**config.mk**
```make
export PLATFORM = sky130hd
export DESIGN_NAME = fdown_physics
export DESIGN_NICKNAME = d
export VERILOG_FILES = /design/src/rtl/fdown_pkg.sv /design/src/rtl/fdown_lfsr.sv /design/src/rtl/fdown_physics.sv
export SDC_FILE = /design/constraint.sdc
export NUM_CORES = 1
export LEC_CHECK = 0
export BUFFER_PORTS_ARGS = -buffer_cell sky130_fd_sc_hd__clkbuf_2
export CAP_MARGIN = 0
export CORE_MARGIN = 2
export CORE_UTILIZATION = 40
export CTS_CLUSTER_DIAMETER = 50
export DETAILED_ROUTE_END_ITERATION = 8
export HOLD_SLACK_MARGIN = 0.1
export PLACE_DENSITY_LB_ADDON = 0.15
export SKIP_CTS_REPAIR_TIMING = 1
export SYNTH_ARGS = -nofsm -noshare
export SYNTH_HDL_FRONTEND = slang
export SYNTH_SLANG_ARGS = --single-unit
```
**constraint.sdc**
```tcl
create_clock -name clk -period 7.85 [get_ports clk]
set_input_delay 1.1775 -clock clk [delete_from_list [all_inputs] [get_ports clk]]
set_output_delay 1.1775 -clock clk [all_outputs]
set_load 0.02 [all_outputs]
```
**src/rtl/fdown_pkg.sv**
```systemverilog
// Shared constants, reset tables, state encoding and bus helpers for the falling-ball game state.
package fdown_pkg;

    localparam int COORD_W    = 10;
    localparam int NUM_FLOORS = 3;
    localparam int SCREEN_W   = 640;
    localparam int SCREEN_H   = 480;
    localparam int MIN_GAP_W  = 40;

    typedef logic [COORD_W-1:0]                  coord_t;
    typedef logic [COORD_W:0]                    wide_t;
    typedef coord_t [NUM_FLOORS-1:0]             coordVec_t;
    typedef logic [NUM_FLOORS*COORD_W-1:0]       coordBus_t;

    typedef enum logic [2:0] {IDLE, PLAY, FLOORS, BALL_X, BALL_Y, OVER} state_t;

    // Element 0 is the least significant field of each bus.
    localparam coordVec_t FLOORS_RST = {10'd100, 10'd250, 10'd400};
    localparam coordVec_t GAPS_RST   = {10'd200, 10'd300, 10'd150};
    localparam coordVec_t WIDTHS_RST = {10'd40,  10'd35,  10'd60};
    localparam coord_t    X_RST      = 10'd320;
    localparam coord_t    Y_RST      = 10'd240;

    function automatic coordBus_t packBus(input coordVec_t v);
        return coordBus_t'(v);
    endfunction

    function automatic coordVec_t unpackBus(input coordBus_t b);
        return coordVec_t'(b);
    endfunction

endpackage

```
**src/rtl/fdown_lfsr.sv**
```systemverilog
// 16-bit Fibonacci LFSR (taps 16,14,13,11), free-running every clock.
// Latency: new value each cycle after reset releases.
// Backpressure: none; never stalls.
module fdown_lfsr #(
    parameter logic [15:0] SEED = 16'hACE1
) (
    input  logic        clk,
    input  logic        rst,
    output logic [15:0] lfsr
);

    always_ff @(posedge clk) begin
        if (rst)
            lfsr <= SEED;
        else
            lfsr <= {lfsr[14:0], lfsr[15] ^ lfsr[13] ^ lfsr[12] ^ lfsr[10]};
    end

endmodule

```
**src/rtl/fdown_physics.sv**
```systemverilog
// Per-frame game-state update: floor scroll/recycle, ball x move, ball y fall/land, game over.
// Latency: outputs final 3 cycles after an accepted frame_tick; busy high for exactly those cycles.
// Backpressure: frame_tick arriving while busy, idle or over is dropped, never queued.
module fdown_physics #(
    parameter int          BALL_R    = 8,
    parameter int          GRAVITY   = 4,
    parameter int          SCROLL    = 1,
    parameter int          XSPEED    = 3,
    parameter int          SCREEN_W  = 640,
    parameter int          SCREEN_H  = 480,
    parameter logic [15:0] LFSR_SEED = 16'hACE1
) (
    input  logic        clk,
    input  logic        rst,
    input  logic        frame_tick,
    input  logic        start,
    input  logic        btn_left,
    input  logic        btn_right,
    output logic [9:0]  x_pos,
    output logic [9:0]  y_pos,
    output logic [29:0] floors_y,
    output logic [29:0] gaps_pos,
    output logic [29:0] gaps_width,
    output logic        game_over,
    output logic        busy
);
    import fdown_pkg::*;

    localparam wide_t R_W      = wide_t'(BALL_R);
    localparam wide_t GRAV_W   = wide_t'(GRAVITY);
    localparam wide_t SCROLL_W = wide_t'(SCROLL);
    localparam wide_t XS_W     = wide_t'(XSPEED);
    localparam wide_t X_MAX    = wide_t'(SCREEN_W - 1 - BALL_R);
    localparam wide_t Y_MAX    = wide_t'(SCREEN_H - 1 - BALL_R);

    state_t    state, stateNxt;
    coord_t    xPos, yPos, xNext, yNext;
    coordVec_t floorsY, gapsPos, gapsWidth;
    coordVec_t floorsNxt, gapsPosNxt, gapsWidthNxt;
    wide_t     bottom, yFall;
    logic [15:0] lfsr;
    logic      unusedLfsr;

    fdown_lfsr #(.SEED(LFSR_SEED)) uLfsr (
        .clk  (clk),
        .rst  (rst),
        .lfsr (lfsr)
    );

    assign unusedLfsr = ^{lfsr[15:13], lfsr[9]};

    function automatic logic floorCatches(input coord_t f, input coord_t gp, input coord_t gw,
                                          input wide_t xw, input wide_t bot);
        logic overGap;
        overGap = (xw - R_W >= {1'b0, gp}) && (xw + R_W < {1'b0, gp} + {1'b0, gw});
        return (bot - SCROLL_W <= {1'b0, f}) && ({1'b0, f} <= bot + GRAV_W) && !overGap;
    endfunction

    // Wrapped floors all share the LFSR sample of this cycle.
    always_comb begin
        floorsNxt    = floorsY;
        gapsPosNxt   = gapsPos;
        gapsWidthNxt = gapsWidth;
        for (int i = 0; i < NUM_FLOORS; i++) begin
            if ({1'b0, floorsY[i]} <= SCROLL_W) begin
                floorsNxt[i]    = coord_t'(SCREEN_H - 1);
                gapsPosNxt[i]   = {1'b0, lfsr[8:0]};
                gapsWidthNxt[i] = coord_t'(MIN_GAP_W) + coord_t'({lfsr[12:10], 2'b00});
            end else begin
                floorsNxt[i] = floorsY[i] - coord_t'(SCROLL);
            end
        end
    end

    always_comb begin
        xNext = xPos;
        if (btn_left && !btn_right)
            xNext = ({1'b0, xPos} < R_W + XS_W) ? coord_t'(BALL_R) : xPos - coord_t'(XSPEED);
        else if (btn_right && !btn_left)
            xNext = ({1'b0, xPos} + XS_W > X_MAX) ? coord_t'(X_MAX) : xPos + coord_t'(XSPEED);
    end

    // Walk floors from last to first so floor 0 wins when several catch.
    always_comb begin
        bottom = {1'b0, yPos} + R_W;
        yFall  = {1'b0, yPos} + GRAV_W;
        if (yFall > Y_MAX)
            yFall = Y_MAX;
        yNext = yFall[COORD_W-1:0];
        for (int i = NUM_FLOORS - 1; i >= 0; i--) begin
            if (floorCatches(floorsY[i], gapsPos[i], gapsWidth[i], {1'b0, xPos}, bottom))
                yNext = floorsY[i] - coord_t'(BALL_R);
        end
    end

    always_ff @(posedge clk) begin
        if (rst)
            state <= IDLE;
        else
            state <= stateNxt;
    end

    always_comb begin
        stateNxt = state;
        case (state)
            IDLE:    if (start) stateNxt = PLAY;
            PLAY:    if (frame_tick) stateNxt = FLOORS;
            FLOORS:  stateNxt = BALL_X;
            BALL_X:  stateNxt = BALL_Y;
            BALL_Y:  stateNxt = ({1'b0, yNext} <= R_W) ? OVER : PLAY;
            OVER:    if (start) stateNxt = PLAY;
            default: stateNxt = IDLE;
        endcase
    end

    always_ff @(posedge clk) begin
        if (rst || (state == OVER && start)) begin
            xPos      <= X_RST;
            yPos      <= Y_RST;
            floorsY   <= FLOORS_RST;
            gapsPos   <= GAPS_RST;
            gapsWidth <= WIDTHS_RST;
        end else begin
            case (state)
                FLOORS: begin
                    floorsY   <= floorsNxt;
                    gapsPos   <= gapsPosNxt;
                    gapsWidth <= gapsWidthNxt;
                end
                BALL_X:  xPos <= xNext;
                BALL_Y:  yPos <= yNext;
                default: ;
            endcase
        end
    end

    assign x_pos      = xPos;
    assign y_pos      = yPos;
    assign floors_y   = packBus(floorsY);
    assign gaps_pos   = packBus(gapsPos);
    assign gaps_width = packBus(gapsWidth);
    assign game_over  = (state == OVER);
    assign busy       = (state == FLOORS) || (state == BALL_X) || (state == BALL_Y);

endmodule

```
* Word-level counts from Yosys, hierarchy flattened
Index checks and enable logic that the tools add are counted.
** Word-level totals
- Register bits :: 126
- Output and inout port bits :: 112
- Word-level logic and storage cells :: 104
** Operators by class
- Add/subtract/negate cells :: 19
- Order comparisons :: 19
- Equal/unequal tests :: 7
- Multiplexer cells :: 15
- Bitwise logic cells :: 3
- Reduce and logical (&&, ||, !) cells :: 28
** Operator list (number)
- 2-to-1 mux 10 bit :: 11
- adder 9 x 10 -> 11 bit :: 3
- greater-or-equal comparator 11 x 9 -> 1 bit :: 3
- less-or-equal comparator 10 x 11 -> 1 bit :: 3
- less-or-equal comparator 11 x 10 -> 1 bit :: 3
- < comparator 11 bit :: 3
- less-or-equal comparator 10 x 1 -> 1 bit, second input constant :: 3
- subtractor 10 x 1 -> 10 bit, second input constant :: 3
- subtractor 10 x 4 -> 10 bit, second input constant :: 3
- adder 10 x 4 -> 11 bit, second input constant :: 2
- one-hot mux 3 bit (5 select lines) :: 1
- logical AND 1 bit :: 12
- adder 10 x 2 -> 11 bit, second input constant :: 1
- adder 10 x 3 -> 11 bit, second input constant :: 1
- adder 11 x 3 -> 11 bit, second input constant :: 1
- > comparator 11 x 10 -> 1 bit, second input constant :: 1
- > comparator 11 x 9 -> 1 bit, second input constant :: 1
- subtractor 10 x 4 -> 11 bit, second input constant :: 1
- subtractor 11 x 1 -> 11 bit, second input constant :: 1
- adder 10 x 2 -> 10 bit, second input constant :: 1
- less-or-equal comparator 10 x 4 -> 1 bit, second input constant :: 1
- < comparator 10 x 4 -> 1 bit, second input constant :: 1
- AND reduction 2 bit :: 5
- subtractor 10 x 2 -> 10 bit, second input constant :: 1
- 13 further kinds :: 25

* Logic depth before layout (Yosys ltp)
- Depth in word-level cells :: 11
- Gate-level depth with buffers :: 20

* Cells and area by module
Synthesis repeated with hierarchy kept, for this count alone.
** Second synthesis, totals
- Cells, all modules :: 1233
- Area total of the unflattened synthesis :: 9738.1 sq um
** By module, submodules not included
- fdown_physics :: instances 1, cells each 1197, area each 9283.9 sq um, sequential area each 1921.8 sq um
- fdown_lfsr :: instances 1, cells each 36, area each 454.2 sq um, sequential area each 320.3 sq um

* Worst setup path after synthesis
No wires, ideal clock.
- Path type :: register to register
- Start :: register yPos[3], in the netlist y_pos[3]
- End :: register state[2]
- Setup time :: 0.116 ns
- Arrival :: 3.962 ns
- Required time :: 7.734 ns
- Setup slack :: 3.772 ns
- Stages on the path, launching flop included :: 20
- Buffers on the path :: 2
- Clock period less this slack :: 4.078 ns
- Path through :: dfxtp_1 -> buf_2 -> inv_1 -> ha_1 -> and3_1 -> a21oi_1 -> a21oi_1 -> xnor2_1 -> ha_1 -> nand4_1 -> or4_1 -> o311ai_0 -> o211ai_1 -> a21oi_1 -> nand2_1 -> buf_4 -> a311o_1 -> a22oi_1 -> o32ai_1 -> a41o_1
** Between the ends
- Longest elaborated chain between the ends :: 11
- Elaborated cells between the ends (all ways) :: 24
- Classes of those cells :: add/sub: 4; order compare: 8; mux: 6; reduce/logical: 6
** RTL lines
- start: declaration :: RTL line fdown_physics.sv:37 : coord_t xPos, yPos, xNext, yNext;
- start signal: assignment :: RTL line fdown_physics.sv:131 : BALL_Y: yPos <= yNext;
- adder 10 x 4 -> 11 bit :: RTL line fdown_physics.sv:85 : bottom = {1'b0, yPos} + R_W;
- subtractor 11 x 1 -> 11 bit / adder 11 x 3 -> 11 bit (equally long branches) :: RTL line fdown_physics.sv:56 : return (bot - SCROLL_W <= {1'b0, f}) && ({1'b0, f} <= bot + GRAV_W) && !overGap;
- less-or-equal comparator 11 x 10 -> 1 bit / less-or-equal comparator 10 x 11 -> 1 bit (equally long branches) :: RTL line fdown_physics.sv:56
- logical AND 1 bit (2 in a row) :: RTL line fdown_physics.sv:56
- 2-to-1 mux 10 bit (2 in a row) :: RTL line fdown_physics.sv:91 : if (floorCatches(floorsY[i], gapsPos[i], gapsWidth[i], {1'b0, xPos}, bottom))
- 2-to-1 mux 10 bit * :: RTL line fdown_physics.sv:91
- less-or-equal comparator 10 x 4 -> 1 bit * :: RTL line fdown_physics.sv:110 : BALL_Y: stateNxt = ({1'b0, yNext} <= R_W) ? OVER : PLAY;
- 2-to-1 mux 3 bit * :: RTL line fdown_physics.sv:110
- one-hot mux 3 bit (5 select lines) * :: RTL line fdown_physics.sv:105 : case (state)
- end signal: assignment :: RTL line fdown_physics.sv:100 : state <= stateNxt;
- end: declaration :: RTL line fdown_physics.sv:36 : state_t state, stateNxt;
Mark *: on every way between the ends. The rest lies on a longest branch, timed or not.
A chain may end at the register's enable or synchronous reset.

* Final worst setup path
- Start :: register yPos[4], in the netlist y_pos[4]
- End :: register state[2]
The elaborated chain is that of the path after synthesis.

==> out/metrics.cfg <==
[run_status]
outcome = finished, final reports clean

[synthesis]
synth_seq_area_share_pct = 23.2
ys_ff_latch = 112
ys_warn_count = 0
synth_area_leaders = dfxtp_1 (23%), ha_1 (20%), nand2_1 (6.2%)
ys.flop_type = dfxtp_1
synth_top_area_share_pct = 23.2
synth_edf_count = 0
synth.avg_cell_area_um2 = 7.86
synthArstFlopShare_pct = 0
syn_inst = 1230
synth.most_common_cell = nand2_1
yosys-top-cells-count = nand2_1 (161), ha_1 (154), dfxtp_1 (112)
yosysTopAreaCell = dfxtp_1
synthesis.area_um2 = 9670
ys_types = 77

[floorplanning]
die-area_um2 = 25400
initial_core_util_pct = 41.0
fp.coreArea_um2 = 23600
ioPinCount = 118
die_w_um = 159
die_h_um = 159
placementRows = 56

[routing]
post-route-drc-count = 0
drt_wl_total_um = 30700
drtIter0Drc = 606
viasPerCell = 5.50
wl_per_cell_um = 18.9
firstDrtPassIters = 5
vias = 8944
drtAntennaViolNets = 0

[placed_design]
hpwl_um = 23800
port_buffers = 101
dpl.cell_count = 1609
gp_congestion = 0.920

[clock_network]
clkTransAtPathRegs_ns = 0.08
cts_inserted_buffers = 9
root_buffer = clkbuf_16
cts_sinks = 112
cts_htree_levels = 3
clk_latency_ns = 0.37
tritoncts = built
clockBufferDepth = 2

[finish]
stdcell_count = 1625
antenna_cells = 0
nNetsFinal = 1464
syn_to_final_growth_pct = 10.5
fin_util_pct = 45.2
layout-drive-gt1-share_pct = 11.9
fillers = 2437

[min_path]
min_to = uLfsr.lfsr[15]
holdPathStages = 1
min-delay-start = uLfsr.lfsr[14]
hold_path_class = reg2reg

[critical_path]
r2r_slack_ns = 2.86
worst-setup-path-type = reg2reg
crit_required_ns = 8.11
reg2reg_from = y_pos[4]
cp_data_arrival_time_ns = 5.25
path_max_fanout = 12
reg2reg_depth = 16
r2r_end = state[2]
end_kind = flip-flop
cp-start-kind = flip-flop

[timing]
fin_crit_sh_pct = 63.6
setup-tns-final_ns = 0
min_period_ns = 4.99
grt_setup_unrepaired = false
fmax_ghz = 0.200
hold_violations = 0
slew_violations = 0
tightest_slew_ns = 0.981
worst_clock_skew_ns = 0.00809
relSlewSlack_pct = 34.0
setup_viol = 0

[grt]
grt_pass1_vias = 8238
overflow = 0
busiest_layer = met2
grt_pass1_wl_um = 47600
track_usage_pct = 23.8
antenna_found_initial = 0
grt_start_max_net_pins = 49
use_met2_pct = 40.4
use_met1_pct = 31.4
use_met3_pct = 2.42

[flow_run]
maxCapViolations = 0

[pwr]
power_mw = 1.25
p_leak_nw = 4.71
p_per_area_nw_per_um2 = 117
peakVddDrop_mv = 0.0847

## where the power goes
| part | internal [mW] | switching, mW |
|---|---|---|
| registers | 0.579 | 0.0210 |
| logic | 0.0577 | 0.102 |
| clock network | 0.260 | 0.234 |
## registers in the layout, summed over array words and instances (netlist names)
register	flops
floors_y	30
gaps_pos	27
gaps_width	16
uLfsr.lfsr	16
x_pos	10
y_pos	10
state	3
## stage by stage
step	worst slack, ns	hold WS, ns	area, µm²
CTS	2.88	0.418	10700
finish	2.86	0.412	10700
floorplan	3.77	0.389	9730
detailed placement	2.91	0.399	10400
global placement	3.02	0.392	10400
global route	2.45	0.425	10700
## metal layers
layer	vias to the layer above	part of all wire, %
li1	4464	-
met1	4169	45
met2	260	48
met3	51	4.1
met4	0	2.9
met5	-	0
## logic make-up (layout without fill, tap and decap cells)
group | after synthesis | count (layout) | share of synthesized area, %
AOI/OAI and AO/OA | 298 | 298 | 19.5
xor gates and xnor gates | 92 | 92 | 8.33
adders and majority gates | 157 | 157 | 20.5
buffers and inverters | 156 | 217 | 7.04
DFF | 112 | 112 | 23.2
muxes | 5 | 5 | 0.530
other | 1 | 16 | 0.0388
and+or+nand+nor | 409 | 409 | 20.8
## worst max-delay path by stage
| stage | startpoint | endpoint | slack (ns) | depth (start not counted) |
|---|---|---|---|---|
| 4_1_cts | y_pos[4] | state[2] | 2.88 | 16 |
| 6_report | y_pos[4] | state[2] | 2.86 | 16 |
| 2_1_floorplan | y_pos[3] | state[2] | 3.77 | 19 |
| 5_1_grt | y_pos[4] | state[2] | 2.45 | 16 |
| 3_5_place_dp | y_pos[4] | state[2] | 2.91 | 16 |
| 3_3_place_gp | y_pos[4] | state[2] | 3.02 | 16 |
## cell usage in the layout (no fill, tap or decap), types with 15 or more instances in the layout
cell type | netlist | final
a21o_1 | 24 | 23
a21oi_1 | 98 | 97
a31oi_1 | 15 | 15
clkbuf_2 | 0 | 101
conb_1 | 1 | 16
dfxtp_1 | 112 | 112
ha_1 | 154 | 154
inv_1 | 90 | 90
nand2_1 | 161 | 161
nand2b_1 | 18 | 18
nand3_1 | 51 | 51
nand4_1 | 16 | 16
nor2_1 | 49 | 49
nor2b_1 | 27 | 27
nor3_1 | 35 | 35
o211ai_1 | 24 | 24
o21ai_0 | 63 | 63
xnor2_1 | 61 | 61
xor2_1 | 31 | 31
## worst max-delay path: stages (launching register included)
cell,delay [ns]
dfxtp_1,0.59
ha_1,0.47
and3_1,0.30
nand3_1,0.11
xor2_1,0.27
xor2_1,0.36
ha_1,0.34
a211oi_1,0.25
nand2_1,0.07
o311ai_0,0.46
o211ai_1,0.19
a21oi_1,0.19
nand2_1,0.28
a311o_1,0.41
a22oi_1,0.21
o32ai_1,0.17
a41o_1,0.20
## cell type report
type	instances	area (µm²)	share of cell area (%)
inverter	90	338	3.16
tap	319	399	3.74
multi-input combinational	977	6820	63.8
timing repair buffer	111	581	5.43
sequential	112	2240	21.0
clock buffer	11	243	2.27
clock inverter	5	63.8	0.597
No activity file was read; power rests on OpenSTA's default activity.
